**config.mk**
```make
export PLATFORM = sky130hd
export DESIGN_NAME = pfb_deadlock_reporter
export DESIGN_NICKNAME = d
export VERILOG_FILES = /design/src/rtl/pfb_deadlock_pkg.sv /design/src/rtl/pfb_deadlock_prio_enc.sv /design/src/rtl/pfb_deadlock_reporter.sv
export SDC_FILE = /design/constraint.sdc
export NUM_CORES = 1
export LEC_CHECK = 0
export BUFFER_PORTS_ARGS = -buffer_cell sky130_fd_sc_hd__buf_2
export CAP_MARGIN = 15
export CORE_UTILIZATION = 50
export DETAILED_ROUTE_END_ITERATION = 8
export PLACE_DENSITY_LB_ADDON = 0.1
export SYNTH_ARGS = -nofsm -noshare
export SYNTH_HDL_FRONTEND = slang
export SYNTH_HIERARCHICAL = 1
export SYNTH_SLANG_ARGS = --single-unit
```
**constraint.sdc**
```tcl
create_clock -name clock -period 2.92 [get_ports clock]
set_input_delay 0.438 -clock clock [delete_from_list [all_inputs] [get_ports clock]]
set_output_delay 0.438 -clock clock [all_outputs]
set_load 0.05 [all_outputs]
```
**src/rtl/pfb_deadlock_pkg.sv**
```systemverilog
// Shared types and constants for the PFB deadlock reporter.
// Optional timestamp capture is enabled by defining PFB_DEADLOCK_TIMESTAMP_EN.
package pfb_deadlock_pkg;

    // Detection FSM states
    typedef enum logic [1:0] {
        IDLE    = 2'd0,
        COUNT   = 2'd1,
        TRIPPED = 2'd2
    } state_e;

    // Width of the free-running cycle counter and trip timestamp
    localparam int TS_W = 64;

    // Index width for n monitors; a single monitor still gets a 1-bit index
    function automatic int calc_idx_w(input int n);
        return (n <= 1) ? 1 : $clog2(n);
    endfunction

endpackage

```
**src/rtl/pfb_deadlock_prio_enc.sv**
```systemverilog
// Lowest-set-bit encoder: returns the index of the lowest asserted request.
// Returns 0 when no request is set; callers only sample it while a bit is set.
module pfb_deadlock_prio_enc
    import pfb_deadlock_pkg::*;
#(
    parameter int NUM_MON = 4,
    parameter int IDX_W   = calc_idx_w(NUM_MON)
) (
    input  logic [NUM_MON-1:0] req,
    output logic [IDX_W-1:0]   idx
);

    // Scan from the top down so the lowest set bit is the last one written
    always_comb begin
        idx = '0;
        for (int i = NUM_MON - 1; i >= 0; i--) begin
            if (req[i]) begin
                idx = IDX_W'(i);
            end
        end
    end

endmodule

```
**src/rtl/pfb_deadlock_reporter.sv**
```systemverilog
// Aggregates per-process block flags from the deadlock monitors and declares a
// deadlock once any flag has persisted for THRESH consecutive cycles. The
// tripping monitor, the flag snapshot and a stall statistic are held sticky
// until clear or reset.
// Define PFB_DEADLOCK_TIMESTAMP_EN to capture a 64-bit cycle count at trip;
// otherwise trip_time is tied to zero.
module pfb_deadlock_reporter
    import pfb_deadlock_pkg::*;
#(
    parameter int NUM_MON = 4,
    parameter int THRESH  = 1024,
    parameter int CNT_W   = 32,
    localparam int IDX_W  = calc_idx_w(NUM_MON)
) (
    input  logic               clock,
    input  logic               reset,
    input  logic [NUM_MON-1:0] mon_block,
    input  logic               clear,
    output logic               deadlock,
    output logic               deadlock_pulse,
    output logic [IDX_W-1:0]   deadlock_idx,
    output logic [NUM_MON-1:0] deadlock_mask,
    output logic [CNT_W-1:0]   stall_cycles,
    output logic [TS_W-1:0]    trip_time
);

    // Persistence counter is sized so THRESH-1 always fits
    localparam int             P_W    = $clog2(THRESH) + 1;
    localparam logic [P_W-1:0] P_LAST = P_W'(THRESH - 1);

    state_e               state_q, state_d;
    logic [P_W-1:0]       p_q, p_d;
    logic                 deadlock_q, deadlock_d;
    logic                 pulse_q, pulse_d;
    logic [IDX_W-1:0]     idx_q, idx_d;
    logic [NUM_MON-1:0]   mask_q, mask_d;
    logic [CNT_W-1:0]     stall_q, stall_d;

    logic                 any_blk;
    logic                 trip;
    logic [IDX_W-1:0]     enc_idx;

    assign any_blk = |mon_block;
    // Final persistence cycle reached with the flags still up
    assign trip    = (state_q == COUNT) && any_blk && (p_q == P_LAST);

    pfb_deadlock_prio_enc #(
        .NUM_MON (NUM_MON),
        .IDX_W   (IDX_W)
    ) u_prio_enc (
        .req (mon_block),
        .idx (enc_idx)
    );

    // Persistence FSM: any drop of the flags restarts the count from scratch
    always_comb begin
        state_d = state_q;
        p_d     = p_q;
        if (clear) begin
            state_d = IDLE;
            p_d     = '0;
        end else begin
            case (state_q)
                IDLE: begin
                    if (any_blk) begin
                        state_d = COUNT;
                        p_d     = P_W'(1);
                    end
                end
                COUNT: begin
                    if (!any_blk) begin
                        state_d = IDLE;
                        p_d     = '0;
                    end else if (p_q == P_LAST) begin
                        state_d = TRIPPED;
                        p_d     = '0;
                    end else begin
                        p_d = p_q + P_W'(1);
                    end
                end
                TRIPPED: begin
                    state_d = TRIPPED;
                end
                default: begin
                    state_d = IDLE;
                    p_d     = '0;
                end
            endcase
        end
    end

    // Sticky status and saturating stall statistic; clear overrides a trip
    always_comb begin
        deadlock_d = deadlock_q;
        pulse_d    = 1'b0;
        idx_d      = idx_q;
        mask_d     = mask_q;
        stall_d    = stall_q;
        if (clear) begin
            deadlock_d = 1'b0;
            idx_d      = '0;
            mask_d     = '0;
            stall_d    = '0;
        end else begin
            if (any_blk && (stall_q != {CNT_W{1'b1}})) begin
                stall_d = stall_q + CNT_W'(1);
            end
            if (trip) begin
                deadlock_d = 1'b1;
                pulse_d    = 1'b1;
                idx_d      = enc_idx;
                mask_d     = mon_block;
            end
        end
    end

    // State and status registers
    always_ff @(posedge clock) begin
        if (reset) begin
            state_q    <= IDLE;
            p_q        <= '0;
            deadlock_q <= 1'b0;
            pulse_q    <= 1'b0;
            idx_q      <= '0;
            mask_q     <= '0;
            stall_q    <= '0;
        end else begin
            state_q    <= state_d;
            p_q        <= p_d;
            deadlock_q <= deadlock_d;
            pulse_q    <= pulse_d;
            idx_q      <= idx_d;
            mask_q     <= mask_d;
            stall_q    <= stall_d;
        end
    end

`ifdef PFB_DEADLOCK_TIMESTAMP_EN
    logic [TS_W-1:0] cyc_q, cyc_d;
    logic [TS_W-1:0] trip_time_q, trip_time_d;

    // Free-running cycle counter ignores clear; timestamp follows trip/clear
    always_comb begin
        cyc_d       = cyc_q + TS_W'(1);
        trip_time_d = trip_time_q;
        if (clear) begin
            trip_time_d = '0;
        end else if (trip) begin
            trip_time_d = cyc_q;
        end
    end

    // Timestamp registers
    always_ff @(posedge clock) begin
        if (reset) begin
            cyc_q       <= '0;
            trip_time_q <= '0;
        end else begin
            cyc_q       <= cyc_d;
            trip_time_q <= trip_time_d;
        end
    end

    assign trip_time = trip_time_q;
`else
    assign trip_time = '0;
`endif

    assign deadlock       = deadlock_q;
    assign deadlock_pulse = pulse_q;
    assign deadlock_idx   = idx_q;
    assign deadlock_mask  = mask_q;
    assign stall_cycles   = stall_q;

endmodule

```
# --- Word level (Yosys, flattened, before mapping) ---
# Cells that the tools add are included.
op_classes:
  eq_ne: 6
  multipliers: 0
  muxes: 13
  add_sub_neg: 2
  n_lt_le_gt_ge: 0
  bitwise: 1
  div_mod_pow: 0
  n_shift: 0
  reduce_logical: 8
ops:
  columns: ["cell", "count"]
  rows:
  - ["11-bit 2-to-1 mux", 3]
  - ["11-bit case mux with 3 select lines", 1]
  - ["32-bit by 1-bit adder with 32-bit output (second input constant)", 1]
  - ["32-bit != test (second input constant)", 1]
  - ["2-bit 2-to-1 mux", 7]
  - ["11-bit by 1-bit adder with 11-bit output (second input constant)", 1]
  - ["11-bit by 10-bit equality test with 1-bit output (second input constant)", 1]
  - ["2-bit case mux with 3 select lines", 1]
  - ["2-bit AND reduction", 2]
  - ["4-bit OR reduction", 1]
  - ["1-bit logical AND", 3]
  - ["3-bit by 2-bit != test with 1-bit output (second input constant)", 1]
  - ["2-bit by 1-bit equality test with 1-bit output (second input constant)", 1]
  - ["2-bit equality test (second input constant)", 1]
  - ["2-bit logical NOT", 1]
  - ["2-bit != test (second input constant)", 1]
  - ["2-bit OR reduction", 1]
  - ["1-bit 2-to-1 mux", 1]
  - ["1-bit inverter", 1]
totals:
  out_inout_bits: 104
  rom_bits: 0
  inputBits: 7
  latch_bits: 0
  reg_bits: 53
  mem_count: 0
  elab_cells: 37
  ramBits: 0

# --- Longest topological paths before layout ---
# Gate-level depths: netlist of run 1.
logic_depth:
  word_depth: 4
  mapped_depth: 7
  depth_no_buf: 6

# --- Hierarchy ---
# The synthesis of run 1 kept the hierarchy.
modules_own_cells:
  columns: ["mod", "area_per_inst_um2", "n_inst", "cells_each", "seq_area_each_um2"]
  rows:
  - ["pfb_deadlock_reporter", 2996.6, 1, 362, 1061.0]
  - ["pfb_deadlock_prio_enc", 27.5, 1, 5, 0.0]

# --- Worst setup path after synthesis of run 1 ---
# Ideal clock, no wire load.
synth_path:
  path_kind: "register -> register"
  from: "register stall_q[3], in the netlist stall_cycles[3]"
  to: "register stall_q[27], in the netlist stall_cycles[27]"
  path_buffers: 0
  t_arrival_ns: 2.401
  setup_time_ns: 0.061
  required_ns: 2.859
  period_less_slack_ns: 2.462
  slack_ns: 0.458
  path_stages_with_launch: 6
  path_cell_list: "dfxtp_1 > nand4_2 > or4_4 > a2111o_1 > or4_1 > nand2_1"
synth_via:
  elab_chain_len: 2
  word_cells_on_any_way: 3
  cone_classes: "add/sub: 1; eq/ne: 1; reduce/logical: 1"
synth_lines:
  columns: ["element", "line", "rtl"]
  rows:
  - ["from (decl)", "pfb_deadlock_reporter.sv:37", "logic [CNT_W-1:0] stall_q, stall_d;"]
  - ["from (signal assigned)", "pfb_deadlock_reporter.sv:134", "stall_q <= stall_d;"]
  - ["parallel branches: the longest is 2 deep, another holds 32-bit by 1-bit adder with 32-bit output", null, null]
# Several ways; the timed one is not identified.
# A chain may end at the register's enable or synchronous reset.

# --- Final worst setup path of run 1 ---
layout_path:
  from: "register stall_q[2], in the netlist stall_cycles[2]"
  to: "register stall_q[13], in the netlist stall_cycles[13]"
# The elaborated chain is that of the path after synthesis.

==> results.py, run 1 <==
metrics = {
    "clock_network": {
        "holdBufCountCts": 0,
        "tritoncts": "built",
        "insertion_delay_ps": 300,
        "cts_max_level": 2,
        "clk_pin_slew_worst_paths_ps": 90,
        "root_buffer": "clkbuf_8",
        "cts_buffers": 5,
        "cts_setup_buffers": 0,
        "cts.repair.resized": 0,
        "cts.path.max_buffers": 2,
        "cts_sinks": 53,
    },
    "synthesis": {
        "ys_warn_count": 6,
        "synthMuxAreaShare": 0.0331,
        "netlist_area_um2": 3020,
        "async_flop_share": 0,
        "synth-edff-count": 0,
        "ys.flop_type": "dfxtp_1",
        "yosys-top-cells-area": "dfxtp_1, buf_4, nor2_1, a21oi_1, or3_1",
        "yosysSeqAreaShare": 0.351,
        "syn_area_per_cell_um2": 8.24,
        "synth-simple-area-share": 0.257,
        "synth_cells": 367,
        "synth_compound_area_frac": 0.137,
        "synthAdderAreaFrac": 0.00827,
        "synth.top_cell.area_share": 0.351,
        "synth.largest_area_cell": "dfxtp_1",
        "synth_top_family_by_area": "simple AND/OR/NAND/NOR gates",
        "ys_ff_latch": 53,
        "synth_cell_types": 47,
        "synth_xor_area_frac": 0.0319,
    },
    "die": {
        "dieArea_um2": 6360,
        "rows": 27,
        "die_w_um": 79.8,
        "initial_core_util": 0.533,
        "die_y_um": 79.8,
        "ioPinCount": 111,
        "core-area_um2": 5680,
    },
    "route": {
        "drt-total-wl_um": 5960,
        "via_count": 2538,
        "drtPass1Iterations": 4,
        "drc_errors": 0,
        "wl_per_cell_um": 12.3,
        "drt_iter0_drc": 147,
        "via_per_inst": 5.24,
        "drtAntennaViolNets": 0,
    },
    "cells_and_area": {
        "num_antenna_cells": 0,
        "area_growth_pct": 4.59,
        "instances_no_fill": 484,
        "fillers": 560,
        "nets": 420,
        "drive_above_1_share": 0.148,
    },
    "sta": {
        "worst_pin_slew_ps": 752,
        "slew_headroom": 0.494,
        "hold_viol": 0,
        "rsz0062_at_grt": "no",
        "fin_crit_sh": 0.773,
        "final.setup.tns_ps": 0,
        "setup_viol_count_final": 0,
        "clock_skew_ps": 9.39,
        "layout_setup_ws_ps": 663,
        "finalMaxSlewViolations": 0,
        "min_period_ps": 2260,
        "fmax_mhz": 443,
    },
    "worst_setup_path": {
        "start_kind": "register",
        "crit_required_ps": 3150,
        "critPathMaxFanout": 14,
        "cp.arrival_ps": 2490,
        "crit_path_end_kind": "register",
        "crit_type": "register to register",
    },
    "power_and_ir_drop": {
        "ir_worst_vdd_v": 0.000299,
        "p_leak_uw": 0.00131,
        "powerDensity_nw_per_um2": 429,
    },
    "placed_design": {
        "placed_cells": 476,
        "post-place-ws_ps": 555,
        "dp_hpwl_um": 4360,
        "place_congestion": 0.792,
        "port_buffers": 46,
    },
    "status": {
        "status": "finished, final reports clean",
    },
    "global_route": {
        "grt_pass1_vias": 2084,
        "grt_max_degree": 40,
        "grt-ovfl-total": 0,
        "track_usage": 0.184,
        "antenna_found_initial": 0,
        "grt_pass1_wl_um": 9410,
    },
    "worst_hold_path": {
        "hold_path_class": "input pin to register",
    },
    "run": {
        "drv_cap": 0,
    },
}
==> per-stage QoR <==
stage          instance area [um2]  utilization  power, uW  hold WS [ps]
3_3_place_gp                  3080        0.543        973           434
6_report                      3160        0.557       1360           424
5_1_grt                       3160        0.557       1420           428
4_1_cts                       3160        0.557       1370           418
3_5_place_dp                  3080        0.543        973           443
2_1_floorplan                 3260            -       1020           440
==> critical path, stage by stage, from the launching register on <==
cell     delay [ps]
dfxtp_1         460
nand4_2         160
nor4_1          700
and2_1          500
or4_1           200
mux2i_1         170
==> power by group <==
group | internal [uW] | leakage, uW | switching, uW
Clock | 167 | 0.0000450 | 231
Sequential | 725 | 0.000427 | 3.99
Combinational | 14.9 | 0.000839 | 214
==> cells by family (layout without fill, tap and decap cells) <==
kind of cell	count (synthesis)	in the layout
xor+xnor	11	11
mux	10	10
compound gates	66	66
buf+inv	81	63
other cells	1	64
flops	53	53
simple gates	143	143
fa+ha+maj	2	2
==> cells in the mapped netlist (4+ instances only) <==
| cell type | instances |
|---|---|
| buf_4 | 64 |
| nand3b_1 | 4 |
| a21oi_1 | 22 |
| xnor2_1 | 7 |
| and4_1 | 9 |
| nor3_1 | 4 |
| dfxtp_1 | 53 |
| mux2i_1 | 10 |
| or3_1 | 17 |
| clkbuf_1 | 10 |
| nor4_1 | 8 |
| xor2_1 | 4 |
| o21ai_0 | 18 |
| nand3_1 | 16 |
| inv_1 | 6 |
| or4_1 | 6 |
| nand2_1 | 28 |
| nand4_1 | 9 |
| nor2_1 | 30 |
==> final timing paths <==
check	end	slack [ps]	depth (start not counted)	start
setup / recovery	stall_cycles[13]$_SDFFE_PP0P_	660	5	stall_cycles[2]$_SDFFE_PP0P_
hold / removal	deadlock_mask[3]$_SDFFE_PP0P_	420	3	mon_block[3]
setup reg to reg	stall_cycles[13]$_SDFFE_PP0P_	660	5	stall_cycles[2]$_SDFFE_PP0P_
hold reg to reg	deadlock$_SDFFE_PP0P_	450	2	deadlock$_SDFFE_PP0P_
==> final cells by class <==
cell class,instances,area [um2],share of cell area
clock buffer,6,72.6,0.0229
clock inverter,2,10.0,0.00316
inverter,6,22.5,0.00712
multi-input combinational,296,1650,0.523
sequential,53,1060,0.335
tap,72,90.1,0.0285
timing repair buffer,49,253,0.0799
==> state kept, by name, summed over array words and instances, names as in the netlist <==
register and count:
deadlock_pulse 1, stall_cycles 32, deadlock_idx 2, p_q 11
deadlock_mask 4, state_q 2, deadlock 1
==> per-layer routing <==
layer / part of all wire / global-route usage / vias to the layer above
met4: 0.0060 / 0.0446 / 0
met2: 0.46 / 0.303 / 76
li1: - / - / 1284
met1: 0.49 / 0.244 / 1172
met3: 0.042 / 0.0411 / 6
met5: 0 / 0 / -
==> layout by cell type, fill, tap and decap left out, types with 2 or more instances in the layout <==
master	n
a2111o_1	2
a2111oi_0	2
a21oi_1	22
a22oi_1	2
a31oi_1	3
and2_1	3
and4_1	9
buf_2	46
buf_4	3
clkbuf_8	5
clkinv_2	2
conb_1	64
dfxtp_1	53
ha_1	2
inv_1	6
mux2i_1	10
nand2_1	28
nand2b_1	3
nand3_1	16
nand3b_1	4
nand4_1	9
nor2_1	30
nor3_1	4
nor4_1	8
o211a_1	2
o211ai_1	2
o21ai_0	18
o31ai_1	3
or3_1	17
or4_1	6
xnor2_1	7
xor2_1	4
Note: power is estimated with default switching activity, not from simulation.
==> run 2, diff against run 1 <==
==> constraint.sdc (replaced) <==
create_clock -name clock -period 2.2 [get_ports clock]
set_input_delay 0.33 -clock clock [delete_from_list [all_inputs] [get_ports clock]]
set_output_delay 0.33 -clock clock [all_outputs]
set_load 0.05 [all_outputs]
==> run 2 against run 1 <==
Net effect: wire length is 3.9% higher; via count rose by 3.0%; flip-flop and latch count unchanged; clock-buffer cell count is 1 higher; hold slack got worse by 94 ps; largest power group unchanged.
==> results.py, run 2 (same netlist as run 1, synthesis figures left out) <==
metrics = {
    "status": {
        "status": "finished, final reports clean",
    },
    "die": {
        "rows": 27,
        "die_y_um": 79.8,
        "initial_core_util": 0.533,
        "core-area_um2": 5680,
        "dieArea_um2": 6360,
        "ioPinCount": 111,
        "die_w_um": 79.8,
    },
    "power_and_ir_drop": {
        "p_seq_frac": 0.528,
        "p_leak_uw": 0.00142,
        "p_int_uw": 1210,
        "p_sw_uw": 608,
        "ir_worst_vdd_v": 0.000274,
        "combPwrFrac": 0.173,
        "powerDensity_nw_per_um2": 541,
        "clkPwrFrac": 0.299,
        "sw_frac_of_total": 0.335,
    },
    "route": {
        "drt_iter0_drc": 210,
        "via_per_inst": 5.18,
        "drc_errors": 0,
        "via_count": 2615,
        "drt-total-wl_um": 6190,
        "drtPass1Iterations": 4,
        "drtAntennaViolNets": 0,
        "wl_per_cell_um": 12.3,
    },
    "worst_setup_path": {
        "cp.arrival_ps": 2330,
        "start_kind": "register",
        "worstSetupEndpoint": "stall_cycles[26]$_SDFFE_PP0P_",
        "critPathMaxFanout": 6,
        "r2r-start": "stall_cycles[8]$_SDFFE_PP0P_",
        "crit_required_ps": 2450,
        "ff2ff_setup_slack_ps": 120,
        "r2r-end": "stall_cycles[26]$_SDFFE_PP0P_",
        "r2r_cells": 5,
        "crit_path_end_kind": "register",
        "worstSetupStartpoint": "stall_cycles[8]$_SDFFE_PP0P_",
        "crit_type": "register to register",
    },
    "clock_network": {
        "clk_pin_slew_worst_paths_ps": 100,
        "cts.path.max_buffers": 2,
        "cts_max_level": 2,
        "cts_buffers": 5,
        "root_buffer": "clkbuf_8",
        "tritoncts": "built",
        "insertion_delay_ps": 300,
        "cts_sinks": 53,
        "holdBufCountCts": 0,
    },
    "sta": {
        "min_period_ps": 2080,
        "fin_crit_sh": 0.946,
        "worst_pin_slew_ps": 511,
        "slew_headroom": 0.651,
        "finalMaxSlewViolations": 0,
        "hold_viol": 0,
        "layout_setup_ws_ps": 118,
        "finalHoldWorstSlack_ps": 330,
        "rsz0062_at_grt": "no",
        "final.setup.tns_ps": 0,
        "fmax_mhz": 480,
        "clock_skew_ps": 9.68,
        "setup_viol_count_final": 0,
    },
    "global_route": {
        "track_usage": 0.205,
        "grt_max_degree": 34,
        "grt-ovfl-total": 0,
        "antenna_found_initial": 0,
        "grt_pass1_wl_um": 10200,
        "grt_pass1_vias": 2278,
    },
    "cells_and_area": {
        "area_growth_pct": 11.2,
        "area.sequential_um2": 1100,
        "final_cell_mix": "conb_1, buf_2, dfxtp_1",
        "drive_above_1_share": 0.224,
        "largest_reg_flops": 32,
        "multi_input_area_um2": 1660,
        "fillers": 559,
        "num_antenna_cells": 0,
        "final_common_cell": "conb_1",
        "nets": 441,
    },
    "worst_hold_path": {
        "hold_path_class": "input pin to register",
    },
    "placed_design": {
        "port_buffers": 46,
        "dp_hpwl_um": 4640,
        "place_congestion": 0.823,
        "post-place-ws_ps": 21.5,
    },
    "run": {
        "drv_cap": 0,
    },
}
-- run 2: cell type report --
class,instances,area share
multi-input cells,296,0.494
repair buffers,70,0.122
well taps,72,0.0268
clock inverters,1,0.00186
inverters,6,0.00670
flip-flops and latches,53,0.326
clock buffers,7,0.0227
-- run 2: what timing repair did --
item,in CTS,in global routing
hold endpoints to repair,0,0
endpoints found under the setup margin,0,3
resized for setup,0,0
buffers inserted,0,0
-- run 2: worst min path at each step --
stage,from,endpoint,slack [ps],cells past startpoint
final,reset,stall_cycles[4]$_SDFFE_PP0P_,330,3
after global routing,reset,stall_cycles[4]$_SDFFE_PP0P_,350,3
after CTS,reset,stall_cycles[4]$_SDFFE_PP0P_,330,3
after detailed placement,deadlock$_SDFFE_PP0P_,deadlock$_SDFFE_PP0P_,430,2
after global placement,deadlock$_SDFFE_PP0P_,deadlock$_SDFFE_PP0P_,430,2
after floorplan,p_q[10]$_SDFFE_PP0P_,p_q[10]$_SDFFE_PP0P_,440,1
-- run 2: metrics by stage --
step / cell area, um2 / util / total power (uW) / std cells
after floorplan: 3300 / - / 1350 / 430
final: 3360 / 0.593 / 1820 / 505
after detailed placement: 3280 / 0.578 / 1300 / 497
after global routing: 3360 / 0.593 / 1900 / 505
after global placement: 3280 / 0.578 / 1290 / 497
after CTS: 3360 / 0.593 / 1830 / 505
-- run 2: critical path: stages (launching register included) --
cell	delay [ps]
dfxtp_4	380
nand4_1	150
or4_4	570
or3_1	420
or3_1	360
a21oi_1	140
-- run 2: per-layer routing --
layer | track usage | part of all wire | vias to the layer above | routed length (um)
met3 | 0.0423 | 0.051 | 9 | 315
met5 | 0 | 0 | - | 0
met1 | 0.259 | 0.45 | 1209 | 2810
met2 | 0.349 | 0.48 | 76 | 2990
li1 | - | - | 1321 | -
met4 | 0.0589 | 0.013 | 0 | 80
-- run 2: power by group through the flow --
stage	Combinational (uW)	Clock [uW]	Sequential, uW
2_1_floorplan	362	0	987
6_report	314	544	959
5_1_grt	332	603	961
3_3_place_gp	312	0	982
4_1_cts	313	562	959
3_5_place_dp	313	0	982
